## config.mk

```make
export PLATFORM = sky130hd
export DESIGN_NAME = piso_shift_serializer
export DESIGN_NICKNAME = d
export VERILOG_FILES = /design/src/rtl/piso_shift_serializer.sv
export SDC_FILE = /design/constraint.sdc
export NUM_CORES = 1
export LEC_CHECK = 0
export ABC_AREA = 0
export CORE_MARGIN = 1.5
export CORE_UTILIZATION = 46
export CTS_BUF_LIST = sky130_fd_sc_hd__clkbuf_4 sky130_fd_sc_hd__clkbuf_8
export DETAILED_ROUTE_END_ITERATION = 8
export PLACE_DENSITY = 0.86
export SYNTH_ARGS = -nofsm -noshare
export SYNTH_HDL_FRONTEND = slang
export SYNTH_SLANG_ARGS = --single-unit
```

## constraint.sdc

```tcl
create_clock -name clk -period 1.95 [get_ports clk]
set_clock_uncertainty 0.15 [all_clocks]
set_input_delay 0.195 -clock clk [delete_from_list [all_inputs] [get_ports clk]]
set_output_delay 0.195 -clock clk [all_outputs]
set_load 0.005 [all_outputs]
```

## src/rtl/piso_shift_serializer.sv

```systemverilog
// rtl/piso_shift_serializer.sv - parallel-in/serial-out shift stage with valid/ready load and done pulse
module piso_shift_serializer #(
  parameter int WIDTH     = 8,
  parameter bit MSB_FIRST = 1'b1
) (
  input  logic                     clk,
  input  logic                     rst,
  input  logic                     load_valid,
  output logic                     load_ready,
  input  logic [WIDTH-1:0]         load_data,
  input  logic                     shift_en,
  output logic                     ser_out,
  output logic                     ser_out_bar,
  output logic                     busy,
  output logic                     done,
  output logic [$clog2(WIDTH)-1:0] bit_cnt
);

  localparam int            CW       = $clog2(WIDTH);
  localparam logic [CW-1:0] LAST_CNT = CW'(WIDTH - 1);

  typedef enum logic [1:0] {
    IDLE  = 2'd0,
    SHIFT = 2'd1,
    DONE  = 2'd2
  } state_t;

  state_t           state_q, state_d;
  logic [WIDTH-1:0] shreg_q, shreg_d;
  logic [CW-1:0]    cnt_q, cnt_d;
  logic [WIDTH-1:0] shifted;

  // Head moves toward the output end; the vacated end fills with zero.
  assign shifted = MSB_FIRST ? {shreg_q[WIDTH-2:0], 1'b0}
                             : {1'b0, shreg_q[WIDTH-1:1]};

  // Serial line is taken straight from the register head, no input path.
  assign ser_out     = MSB_FIRST ? shreg_q[WIDTH-1] : shreg_q[0];
  assign ser_out_bar = ~ser_out;
  assign bit_cnt     = cnt_q;

  // State, shift register and bit counter; reset wins over everything.
  always_ff @(posedge clk) begin
    if (rst) begin
      state_q <= IDLE;
      shreg_q <= '0;
      cnt_q   <= '0;
    end else begin
      state_q <= state_d;
      shreg_q <= shreg_d;
      cnt_q   <= cnt_d;
    end
  end

  // Next-state and status outputs; everything holds unless a case moves it.
  always_comb begin
    state_d    = state_q;
    shreg_d    = shreg_q;
    cnt_d      = cnt_q;
    load_ready = 1'b0;
    busy       = 1'b0;
    done       = 1'b0;
    unique case (state_q)
      IDLE: begin
        load_ready = 1'b1;
        if (load_valid) begin
          shreg_d = load_data;
          cnt_d   = '0;
          state_d = SHIFT;
        end
      end
      SHIFT: begin
        busy = 1'b1;
        if (shift_en) begin
          shreg_d = shifted;
          if (cnt_q == LAST_CNT) begin
            cnt_d   = '0;
            state_d = DONE;
          end else begin
            cnt_d = cnt_q + 1'b1;
          end
        end
      end
      DONE: begin
        done    = 1'b1;
        state_d = IDLE;
      end
      default: begin
        state_d = IDLE;
      end
    endcase
  end

endmodule

```

==> metrics <==
leakage=0.314 nW; ys async rst share=0; row count=12; Crit Path Class=flip-flop to output port; fin worst setup slack=between 90 and 100 ps; DRC viols=0; First-pass DRT Iterations=2; vias in the first global route=approximately 530; Setup WS pre-CTS=128 ps; fillers=approximately 110; wire per inst=between 10 and 15 um; IO Count=20; H-tree levels=1; die area=about 0.0015 mm^2; HPWL Detailed=between 900 and 1000 um; Critical Path AT=about 1500 ps; outcome=complete, no violations; # Max-Cap Violations=0; TritonCTS clock tree=built; Post-DP Area=about 800 um^2; clock root cell=clkbuf_4; FMAX=about 0.54 GHz; Core ar.=about 0.0012 mm^2; layout cell share with drive strength beyond 1=0.0795; CP startpoint kind=flip-flop; total CTS buffers=3; post-synthesis sequential area ratio=0.431; Distinct cells, synth=22; overall routing resource usage=0.228; hold crit path type=flip-flop to flip-flop; DIE WIDTH=around 39 um; final setup violation count=0; critical path capture point type=output port; cts hold-fix bufs=0; PostCTS Resize Cnt=0; Power per Cell Area=roughly 700 mW/mm^2; DRT iter0 DRCs=7; register bit total from synthesis=13; global-route wire length before repair=roughly 2300 um; # Post-CTS Setup Buffers=0; n_diodes=0; final wirelength=1350 um; fin area=about 830 um^2; TritonCTS Sinks=13; VDD IR-drop max=about 0.00050 V; die height=between 30 and 40 um; vias per cell=between 5 and 6; Starting Density=0.516; pins over their slew limit=0; final worst path period need=approximately 1900 ps; Mapped Area=slightly above 600 um^2; fin nets=a little over 100; input/output buffers=19; RSZ-0062 raised after global routing=false; Area Overhead vs Synth=37.7%; Final period util=0.950; Clock Latency Late Sink=roughly 280 ps; Mapped Cells=69; R2R setup slack=about 370 ps; Worst Tran Pin Value=499 ps; setup_tns=0 ps; slew margin rel.=0.666; via count=560; largest net degree at the start of global routing=16; Post-synth EDFFs=0; final hold vios=0; Required @ worst endpoint=between 1500 and 2000 ps; total gr overflow=0; antenna viol nets, final=0; initial antenna violation count=0; prevailing post-synth register cell=dfxtp_1; largest buffer count on any clock path=2; syn avg cell area=~8.8 um^2; CTS clk-pin slew, worst paths=approximately 80 ps; net count after synthesis=between 80 and 90; Max FO, Critical Path=15; Synth Warn #=0; RePlAce Congestion=a little under 0.8
placed cells by master (no fill, tap or decap):
| master | instances |
|---|---|
| o22ai_1 | 7 |
| nand3b_1 | 1 |
| nor2b_1 | 3 |
| and4b_1 | 1 |
| inv_1 | 7 |
| nand4b_1 | 3 |
| o21ai_0 | 5 |
| clkdlybuf4s50_1 | 19 |
| nor3b_1 | 1 |
| nor3_1 | 1 |
| nor4bb_1 | 1 |
| buf_4 | 2 |
| clkbuf_4 | 4 |
| nor2_1 | 3 |
| or3b_2 | 1 |
| a211oi_1 | 7 |
| ha_1 | 2 |
| nand3_1 | 1 |
| mux2i_1 | 1 |
| dfxtp_1 | 13 |
| or2_0 | 1 |
| a21oi_1 | 4 |
cells in the mapped netlist (2+ instances only):
| library cell | number | area share |
|---|---|---|
| dfxtp_1 | 13 | 0.43 |
| clkbuf_1 | 4 | 0.025 |
| inv_1 | 7 | 0.043 |
| nand4b_1 | 3 | 0.043 |
| o22ai_1 | 7 | 0.072 |
| nor2b_1 | 3 | 0.031 |
| nor2_1 | 3 | 0.019 |
| a21oi_1 | 4 | 0.033 |
| o21ai_0 | 5 | 0.041 |
| a211oi_1 | 7 | 0.087 |
| ha_1 | 2 | 0.041 |
worst max-delay path, cell delays in order (launching register included):
cell and delay [ps]:
dfxtp_1 550, nor2b_1 180, clkdlybuf4s50_1 500
power breakdown:
group | leakage, nW | switching [mW] | internal (mW) | total [mW]
logic | 0.188 | 0.0415 | 0.0580 | 0.0995
clock network | 0.0184 | 0.0916 | 0.0934 | 0.185
registers | 0.107 | 0.0111 | 0.283 | 0.294
total | 0.314 | 0.144 | 0.434 | 0.578
cell families after synthesis:
group | Yosys count | share of synthesized area
AOI/OAI and AO/OA | 23 | 0.234
adders and majority gates | 2 | 0.0414
buffers and inverters | 13 | 0.0849
DFF | 13 | 0.431
muxes | 1 | 0.0166
and+or+nand+nor | 17 | 0.193
layer usage:
layer  vias up  wire (um)  share of wire  global-route usage
li1        292          -              -                   -
met1       254        643           0.48               0.258
met2        12        627           0.47               0.375
met3         2         59          0.044              0.0867
met4         0         14          0.010               0.103
met5         -          0              0                   0
stage by stage:
| step | total power, mW | hold slack [ps] | instances | util |
|---|---|---|---|---|
| final | 0.578 | 312 | 102 | 0.710 |
| after global routing | 0.613 | 340 | 102 | 0.710 |
| after global placement | 0.396 | 294 | 98 | 0.685 |
| after detailed placement | 0.399 | 300 | 98 | 0.685 |
| after floorplan | 0.349 | 118 | 69 | - |
| after CTS | 0.588 | 312 | 102 | 0.710 |
final cells by class:
type | count | area (um^2) | area share
multi-input combinational | 43 | 293 | 0.352
sequential | 13 | 260 | 0.313
timing repair buffer | 21 | 205 | 0.247
clock buffer | 4 | 30.0 | 0.0361
inverter | 7 | 26.3 | 0.0316
tap | 14 | 17.5 | 0.0211
worst paths after layout:
kind,startpoint,to,depth (start not counted)
worst max-delay path,state_q[1],done,2
worst min-delay path,shreg_q[4],shreg_q[4],2
worst max register to register,state_q[0],shreg_q[6],3
worst min register to register,shreg_q[4],shreg_q[4],2
registers in the layout, summed over array words and instances (netlist names):
name / cells
state_q: 2
bit_cnt: 3
shreg_q: 8
Power figures use the tool's default switching activity.
